$ cat config.mk
export PLATFORM = sky130hd
export DESIGN_NAME = pe_stw_bisr
export DESIGN_NICKNAME = d
export VERILOG_FILES = /design/src/rtl/pe_stw_bisr.sv
export SDC_FILE = /design/constraint.sdc
export NUM_CORES = 1
export LEC_CHECK = 0
export CORE_MARGIN = 2
export CORE_UTILIZATION = 40
export CTS_BUF_LIST = sky130_fd_sc_hd__clkbuf_4 sky130_fd_sc_hd__clkbuf_8
export CTS_CLUSTER_DIAMETER = 50
export DETAILED_ROUTE_END_ITERATION = 16
export PLACE_DENSITY = 0.63
export SYNTH_ARGS = -nofsm -noshare
export SYNTH_HDL_FRONTEND = slang
export SYNTH_SLANG_ARGS = --single-unit
$ cat constraint.sdc
create_clock -name clk -period 12.89 [get_ports clk]
set_input_delay 1.289 -clock clk [delete_from_list [all_inputs] [get_ports clk]]
set_output_delay 1.289 -clock clk [all_outputs]
set_load 0.1 [all_outputs]
$ cat src/rtl/pe_stw_bisr.sv
// Output-stationary systolic PE with a table-driven multiply-add self-test
// sequencer and a sticky repair bypass. One multiplier/adder pair serves both
// normal accumulation and self-test vector execution.
module pe_stw_bisr #(
  parameter  int WORD_SIZE      = 16,
  parameter  int NUM_VECTORS    = 4,
  parameter  int FAIL_THRESHOLD = 1,
  localparam int IW             = (NUM_VECTORS > 1) ? $clog2(NUM_VECTORS) : 1,
  localparam int CW             = $clog2(NUM_VECTORS + 1)
) (
  input  logic                 clk,
  input  logic                 rst,
  input  logic [WORD_SIZE-1:0] left_in,
  input  logic [WORD_SIZE-1:0] top_in,
  input  logic                 mac_en,
  input  logic                 acc_clr,
  input  logic                 out_sel,
  output logic [WORD_SIZE-1:0] right_out,
  output logic [WORD_SIZE-1:0] bottom_out,
  input  logic [1:0]           fault_inject,
  input  logic                 stw_load_en,
  input  logic [IW-1:0]        stw_load_idx,
  input  logic [WORD_SIZE-1:0] stw_op1,
  input  logic [WORD_SIZE-1:0] stw_op2,
  input  logic [WORD_SIZE-1:0] stw_add,
  input  logic [WORD_SIZE-1:0] stw_expected,
  input  logic                 stw_start,
  input  logic                 stw_bypass_clr,
  output logic                 stw_busy,
  output logic                 stw_done,
  output logic                 stw_pass,
  output logic [CW-1:0]        stw_fail_count,
  output logic                 bypass
);

  localparam int DEPTH = 1 << IW;

  typedef enum logic [1:0] {
    ST_IDLE  = 2'd0,
    ST_EXEC  = 2'd1,
    ST_CHECK = 2'd2,
    ST_DONE  = 2'd3
  } state_t;

  // Product corruption used to emulate a defective multiplier.
  function automatic logic [WORD_SIZE-1:0] apply_fault(
    input logic [WORD_SIZE-1:0] p,
    input logic [1:0]           f
  );
    logic [WORD_SIZE-1:0] r;
    case (f)
      2'b00:   r = p;
      2'b01:   r = {p[WORD_SIZE-1:1], 1'b0};
      2'b10:   r = {p[WORD_SIZE-1:1], 1'b1};
      2'b11:   r = {~p[WORD_SIZE-1], p[WORD_SIZE-2:0]};
      default: r = p;
    endcase
    return r;
  endfunction

  state_t               state_r, state_nxt_s;
  logic [WORD_SIZE-1:0] op1_r [DEPTH];
  logic [WORD_SIZE-1:0] op2_r [DEPTH];
  logic [WORD_SIZE-1:0] add_r [DEPTH];
  logic [WORD_SIZE-1:0] exp_r [DEPTH];
  logic [IW-1:0]        vec_idx_r;
  logic [CW-1:0]        fail_cnt_r;
  logic                 pass_r;
  logic                 bypass_r;
  logic [WORD_SIZE-1:0] acc_r;
  logic [WORD_SIZE-1:0] left_r;
  logic [WORD_SIZE-1:0] top_r;
  logic [WORD_SIZE-1:0] res_r;

  logic [WORD_SIZE-1:0] mul_a_s, mul_b_s, addend_s;
  logic [WORD_SIZE-1:0] mul_raw_s, prod_s, sum_s;
  logic                 idle_s, start_acc_s, last_vec_s, mismatch_s;
  logic [CW-1:0]        fail_next_s;
  logic [DEPTH-1:0]     idx_ok_s;

  // Table slots beyond NUM_VECTORS exist only to keep indexing in range.
  for (genvar j = 0; j < DEPTH; j++) begin : g_idx_ok
    assign idx_ok_s[j] = (j < NUM_VECTORS) ? 1'b1 : 1'b0;
  end

  assign idle_s      = (state_r == ST_IDLE);
  assign start_acc_s = idle_s & stw_start;
  assign last_vec_s  = (vec_idx_r == IW'(NUM_VECTORS - 1));
  assign mismatch_s  = (res_r != exp_r[vec_idx_r]);
  assign fail_next_s = fail_cnt_r + CW'(mismatch_s);

  // Shared datapath operand selection: table vector in EXEC, systolic operands otherwise.
  always_comb begin
    mul_a_s  = left_in;
    mul_b_s  = top_in;
    addend_s = acc_r;
    if (state_r == ST_EXEC) begin
      mul_a_s  = op1_r[vec_idx_r];
      mul_b_s  = op2_r[vec_idx_r];
      addend_s = add_r[vec_idx_r];
    end else if (acc_clr) begin
      addend_s = {WORD_SIZE{1'b0}};
    end else begin
      addend_s = acc_r;
    end
  end

  assign mul_raw_s = mul_a_s * mul_b_s;
  assign prod_s    = apply_fault(mul_raw_s, fault_inject);
  assign sum_s     = addend_s + prod_s;

  // Self-test sequencer next-state logic.
  always_comb begin
    state_nxt_s = state_r;
    case (state_r)
      ST_IDLE: begin
        if (stw_start) state_nxt_s = ST_EXEC;
        else           state_nxt_s = ST_IDLE;
      end
      ST_EXEC:  state_nxt_s = ST_CHECK;
      ST_CHECK: begin
        if (last_vec_s) state_nxt_s = ST_DONE;
        else            state_nxt_s = ST_EXEC;
      end
      ST_DONE:  state_nxt_s = ST_IDLE;
      default:  state_nxt_s = ST_IDLE;
    endcase
  end

  // Sequencer state register.
  always_ff @(posedge clk or posedge rst) begin
    if (rst) state_r <= ST_IDLE;
    else     state_r <= state_nxt_s;
  end

  // Vector index, failure count and pass flag bookkeeping across a run.
  always_ff @(posedge clk or posedge rst) begin
    if (rst) begin
      vec_idx_r  <= {IW{1'b0}};
      fail_cnt_r <= {CW{1'b0}};
      pass_r     <= 1'b0;
    end else begin
      case (state_r)
        ST_IDLE: begin
          if (start_acc_s) begin
            vec_idx_r  <= {IW{1'b0}};
            fail_cnt_r <= {CW{1'b0}};
            pass_r     <= 1'b0;
          end
        end
        ST_CHECK: begin
          fail_cnt_r <= fail_next_s;
          if (last_vec_s) pass_r <= (fail_next_s == {CW{1'b0}});
          else            vec_idx_r <= vec_idx_r + IW'(1);
        end
        default: begin
          vec_idx_r <= vec_idx_r;
        end
      endcase
    end
  end

  // Sticky bypass: only an idle clear lowers it, a failing run raises it.
  always_ff @(posedge clk or posedge rst) begin
    if (rst) begin
      bypass_r <= 1'b0;
    end else if (idle_s && stw_bypass_clr) begin
      bypass_r <= 1'b0;
    end else if ((state_r == ST_CHECK) && last_vec_s &&
                 (fail_next_s >= CW'(FAIL_THRESHOLD))) begin
      bypass_r <= 1'b1;
    end
  end

  // Test-vector table, writable only while idle and in range.
  always_ff @(posedge clk or posedge rst) begin
    if (rst) begin
      for (int i = 0; i < DEPTH; i++) begin
        op1_r[i] <= {WORD_SIZE{1'b0}};
        op2_r[i] <= {WORD_SIZE{1'b0}};
        add_r[i] <= {WORD_SIZE{1'b0}};
        exp_r[i] <= {WORD_SIZE{1'b0}};
      end
    end else if (idle_s && stw_load_en && idx_ok_s[stw_load_idx]) begin
      op1_r[stw_load_idx] <= stw_op1;
      op2_r[stw_load_idx] <= stw_op2;
      add_r[stw_load_idx] <= stw_add;
      exp_r[stw_load_idx] <= stw_expected;
    end
  end

  // Systolic operand pipeline keeps shifting regardless of test or bypass.
  always_ff @(posedge clk or posedge rst) begin
    if (rst) begin
      left_r <= {WORD_SIZE{1'b0}};
      top_r  <= {WORD_SIZE{1'b0}};
    end else begin
      left_r <= left_in;
      top_r  <= top_in;
    end
  end

  // Accumulator: frozen while testing or bypassed.
  always_ff @(posedge clk or posedge rst) begin
    if (rst) begin
      acc_r <= {WORD_SIZE{1'b0}};
    end else if (idle_s && !bypass_r && (mac_en || acc_clr)) begin
      acc_r <= mac_en ? sum_s : {WORD_SIZE{1'b0}};
    end
  end

  // Captures the executed vector result for comparison in CHECK.
  always_ff @(posedge clk or posedge rst) begin
    if (rst)                    res_r <= {WORD_SIZE{1'b0}};
    else if (state_r == ST_EXEC) res_r <= sum_s;
  end

  // Output steering; bypass forwards the neighbours' operands with no latency.
  always_comb begin
    right_out  = left_r;
    bottom_out = top_r;
    if (bypass_r) begin
      right_out  = left_in;
      bottom_out = top_in;
    end else if (out_sel) begin
      bottom_out = acc_r;
    end else begin
      bottom_out = top_r;
    end
  end

  assign stw_busy       = ~idle_s;
  assign stw_done       = (state_r == ST_DONE);
  assign stw_pass       = pass_r;
  assign stw_fail_count = fail_cnt_r;
  assign bypass         = bypass_r;

endmodule

# ---- After elaboration in Yosys (flattened, before gate mapping)
# Cells that the tools add are included.
dict set report totals {
  reg_bits 329
  input_bits 108
  wordCells 110
}
dict set report classes {
  add_sub_neg 3
  mul 1
  magnitude_cmp 5
  n_eq_ne 11
  mux 42
  bitwise_logic 5
  reduce_logical 18
}
# cell count
set op_table {}
lappend op_table {{16-bit 2-to-1 mux} 17}
lappend op_table {{64-bit bitwise mux} 4}
lappend op_table {{16-bit binary-select mux with 2-bit select} 4}
lappend op_table {{16-bit one-hot mux with 4 select lines} 1}
lappend op_table {{16-bit demux with 2-bit select} 1}
lappend op_table {{16-bit adder} 1}
lappend op_table {{16-bit by 16-bit multiplier with 16-bit output} 1}
lappend op_table {{16-bit != test} 1}
lappend op_table {{2-bit == test, second input constant} 5}
lappend op_table {{1-bit logical AND} 8}
lappend op_table {{2-bit one-hot mux with 4 select lines} 1}
lappend op_table {{3-bit greater-or-equal comparator, second input constant} 2}
lappend op_table {{1-bit 2-to-1 mux} 6}
lappend op_table {{2-bit 2-to-1 mux} 3}
lappend op_table {{2-bit inverter with 3-bit output} 2}
lappend op_table {{3-bit one-hot mux with 2 select lines} 1}
lappend op_table {{3-bit AND reduction} 2}
lappend op_table {{2-bit by 1-bit == test with 1-bit output, second input constant} 2}
lappend op_table {{2-bit logical NOT} 2}
lappend op_table {{2-bit != test, second input constant} 2}
lappend op_table {{2-bit one-hot mux with 2 select lines} 1}
lappend op_table {{2-bit nonzero test} 2}
lappend op_table {{3-bit by 1-bit adder with 3-bit output} 1}
lappend op_table {{3-bit by 1-bit greater-or-equal comparator with 1-bit output, second input constant} 1}
lappend op_table {{other kinds (13)} 14}

# ---- Depth between registers and ports, before layout
dict set report depth {
  ltp_word 10
  ltp_mapped 35
  depth_no_buf 31
}

# ---- Worst setup path after synthesis
# No wires, ideal clock.
dict set report synth_timing {
  path_type {register -> register}
  from {reg vec_idx_r[0]}
  to {reg res_r[15]}
  setup_ns 0.125
  arrival_ns 7.138
  required_time_ns 12.765
  slack_ns 5.627
  stages_incl_launch_ff 31
  synth_period_minus_slack_ns 7.263
  path_cell_list {dfrtp_1 > buf_6 > buf_6 > buf_6 > mux4_2 > mux2i_1 > clkbuf_1 > nor2_1 > fa_1 > fa_1 > ha_1 > fa_1 > inv_1 > fa_1 > fa_1 > inv_1 > ha_1 > nor2b_1 > o21a_1 > o21ai_0 > nand2b_1 > a21oi_1 > xnor2_1 > ha_1 > or4_1 > o21ai_0 > a21oi_1 > nand3_1 > nand2_1 > xnor2_1 > mux2_4}
}
dict set report synth_between {
  elab_chain_len 9
  elab_cells_between_ends 17
}
# item line_no
set synth_rtl {}
lappend synth_rtl {{start, declared} 66} ;# logic [IW-1:0] vec_idx_r;
lappend synth_rtl {{start signal, assigned} 139} ;# vec_idx_r <= {IW{1'b0}};
lappend synth_rtl {{start signal, assigned} 146} ;# vec_idx_r <= {IW{1'b0}};
lappend synth_rtl {{start signal, assigned} 154} ;# else vec_idx_r <= vec_idx_r + IW'(1);
lappend synth_rtl {{2-bit inverter with 3-bit output (implied by the code) *} {98, 99, 100}}
lappend synth_rtl {{16-bit binary-select mux with 2-bit select (on tied branches)} {98, 99}}
lappend synth_rtl {{16-bit 2-to-1 mux (on tied branches) (2 in a row)} {98, 99}}
lappend synth_rtl {{16-bit 2-to-1 mux} 97} ;# if (state_r == ST_EXEC) begin
lappend synth_rtl {{16-bit by 16-bit multiplier with 16-bit output} 108} ;# assign mul_raw_s = mul_a_s * mul_b_s;
lappend synth_rtl {{1-bit inverter} 55} ;# 2'b11: r = {~p[WORD_SIZE-1], p[WORD_SIZE-2:0]};
lappend synth_rtl {{16-bit one-hot mux with 4 select lines} 51} ;# case (f)
lappend synth_rtl {{16-bit adder *} 110} ;# assign sum_s = addend_s + prod_s;
lappend synth_rtl {{end signal, assigned} 214} ;# if (rst) res_r <= {WORD_SIZE{1'b0}};
lappend synth_rtl {{end signal, assigned} 215} ;# else if (state_r == ST_EXEC) res_r <= sum_s;
lappend synth_rtl {{end, declared} 73} ;# logic [WORD_SIZE-1:0] res_r;
# Mark *: on every way between the ends. The rest lies on a longest branch, timed or not. The select of a mux whose other input is x is not followed.
# A chain may end at the register's enable or synchronous reset.

# ---- Final worst setup path
dict set report layout_timing {
  from {reg vec_idx_r[1]}
  to {reg res_r[15]}
}
# Same word-level chain as after synthesis.

==> flow_summary.ini <==
[outcome]
status = completed

[die]
coreArea_um2 = 47700
fp.dieW_um = 224
ios = 147
dieArea_um2 = 50200
die_h_um = 224
start_util_pct = 40.5
core.rowCount = 80

[yosys]
synth_edf_count = 0
yosys.area_share.simple_pct = 7.85
ys_warn_count = 0
synth_cell_type_count = 48
syn-num-nets = 1841
async_flop_share_pct = 100
synth_area_um2 = 19400
yosys_register_bits = 329
synth_compound_area_share_pct = 3.61
ys.flop_type = dfrtp_1
yosys.area_share.xor_xnor_pct = 3.28
syn_avg_cell_area_um2 = 12.2
synth_top_family_by_area = multiplexers
syn_inst = 1584
synthAdderAreaFrac_pct = 12.8
synth-seq-area-share_pct = 42.5
synth.mux.area_fraction_pct = 25.5

[setup_path]
arrival_ns = 8.98
critPathMaxFanout = 39
critPathKind = reg -> reg
end_kind = register
rr_endpoint = res_r[15]
start_kind = register
r2r_setup_slack_ns = 4.42
cp.required_ns = 13.40
r2r-start = vec_idx_r[1]
rr_worst_depth = 27

[routing]
route.detailed.drc = 0
wire_per_inst_um = 20.7
drt_iter0_markers = 887
firstDrtPassIters = 5
vias = 12561
wl_um = 49200
ant_nets = 0
vias_per_cell = 5.28

[sta]
rsz0062_at_grt = no
tightest_slew_ns = 1.10
fin_crit_sh_pct = 65.7
clock_skew_ns = 0.0390
setup_viol = 0
layout_min_cycle_time_ns = 8.47
hold_violations = 0
slew_headroom_pct = 26.5
max_freq_mhz = 118
finalMaxSlewViolations = 0
finalSetupTns_ns = 0

[min_path]
whs_path_depth = 1
hold_start = add_r[27]
hold-path-endpoint = add_r[27]
min_path_type = reg -> reg

[run]
maxCapViolCount = 0

[grt]
grt_first_pass_wirelength_um = 77800
grt_max_degree = 102
grt_pass1_vias = 13493
grt_util_all_layers_pct = 20.2
grt_antenna_before_repair = 5
grt_overflow = 0

[clock_network]
cts_setup_buffers = 0
clockBufferDepth = 3
cts_tree = done
cts_root_buf = clkbuf_8
cts_sinks = 329
worstSkewPairLatency_ns = 0.65
cts_buffers = 54
htree_levels = 2
clkSlewWorstSetupHoldPaths_ns = 0.06
cts_hold_buf = 0
cts_resized = 0

[cells_and_area]
drive_gt1_share_pct = 27.4
multiInputGateArea_um2 = 10300
num-nets-final = 1982
fin_util_pct = 47.1
final_area_um2 = 22500
syn2layout_area_growth_pct = 16.2
final_cell_mix = dfrtp_1, mux2_2, nand2_1
regArea_um2 = 8240
final_common_cell = dfrtp_1
num-fill-cells = 4265

[placed_design]
dpl.hpwl_um = 34700
gp_congestion = 0.892
place_area_um2 = 21400
io_buffers = 146
==> metrics by stage <==
| step | hold WS [ns] | instances | setup slack [ns] |
|---|---|---|---|
| after global placement | 0.481 | 2284 | 4.55 |
| after CTS | 0.501 | 2376 | 4.43 |
| after detailed placement | 0.484 | 2284 | 4.44 |
| after floorplan | 0.466 | 1584 | 2.49 |
| after global routing | 0.504 | 2378 | 3.95 |
| final | 0.499 | 2379 | 4.42 |
==> per-layer routing <==
metal  global-route usage (%)  routed length, um
met4                     5.46               1020
met5                        0                 25
met3                     4.25               2690
met2                     32.4              23200
met1                     27.9              22300
==> how the worst max path moves through the flow <==
stage | startpoint | to | slack (ns)
floorplan | rst | acc_r[0] | 2.49
global placement | vec_idx_r[0] | res_r[15] | 4.55
detailed placement | vec_idx_r[1] | res_r[14] | 4.44
CTS | vec_idx_r[1] | res_r[15] | 4.43
global route | vec_idx_r[1] | res_r[15] | 3.95
finish | vec_idx_r[1] | res_r[15] | 4.42
==> critical path: stages (launching register included) <==
cell and delay, ns:
dfrtp_2 0.85, buf_4 0.64, mux4_2 0.39, mux2i_1 0.84, nor2_1 0.15, fa_1 0.60, fa_1 0.41, ha_1 0.20
fa_1 0.48, inv_1 0.05, fa_1 0.48, fa_1 0.48, inv_1 0.04, ha_1 0.33, nor2b_1 0.15, o21a_1 0.18
o21ai_0 0.15, nand2b_1 0.07, a21oi_1 0.21, xnor2_1 0.12, ha_1 0.25, or4_1 0.46, o21ai_0 0.08, a21oi_1 0.08
nand3_1 0.11, nand2_1 0.06, xnor2_1 0.14, mux2_4 0.27
==> Yosys cell counts (40+ instances only) <==
cell type / n / area (um2)
nor2_1: 85 / 319
mux4_2: 62 / 1400
dfrtp_1: 329 / 8230
xnor2_1: 40 / 350
nand2_1: 168 / 631
fa_1: 81 / 1620
mux2_2: 278 / 3130
clkbuf_1: 57 / 214
inv_1: 133 / 499
ha_1: 68 / 851
o21ai_0: 40 / 200
==> layout make-up <==
| cell class | count | share of cell area (%) |
|---|---|---|
| multi-input cells | 1045 | 45.7 |
| clock inverters | 8 | 0.350 |
| flip-flops and latches | 329 | 36.6 |
| diodes | 3 | 0.0334 |
| clock buffers | 84 | 4.61 |
| repair buffers | 162 | 7.03 |
| inverters | 133 | 2.25 |
| well taps | 615 | 3.42 |
==> registers in the layout, indices dropped and copies added (netlist names) <==
register	cells
add_r	64
exp_r	64
op1_r	64
op2_r	64
acc_r	16
left_r	16
res_r	16
top_r	16
stw_fail_count	3
state_r	2
vec_idx_r	2
bypass	1
stw_pass	1
==> cells by family after synthesis <==
| kind of cell | after synthesis |
|---|---|
| buf+inv | 210 |
| simple gates | 341 |
| compound gates | 111 |
| mux | 374 |
| xor+xnor | 70 |
| fa+ha+maj | 149 |
| flops | 329 |
Power is not shown: default switching activity piles up to over one toggle a cycle in this logic, so the estimate is an artifact.
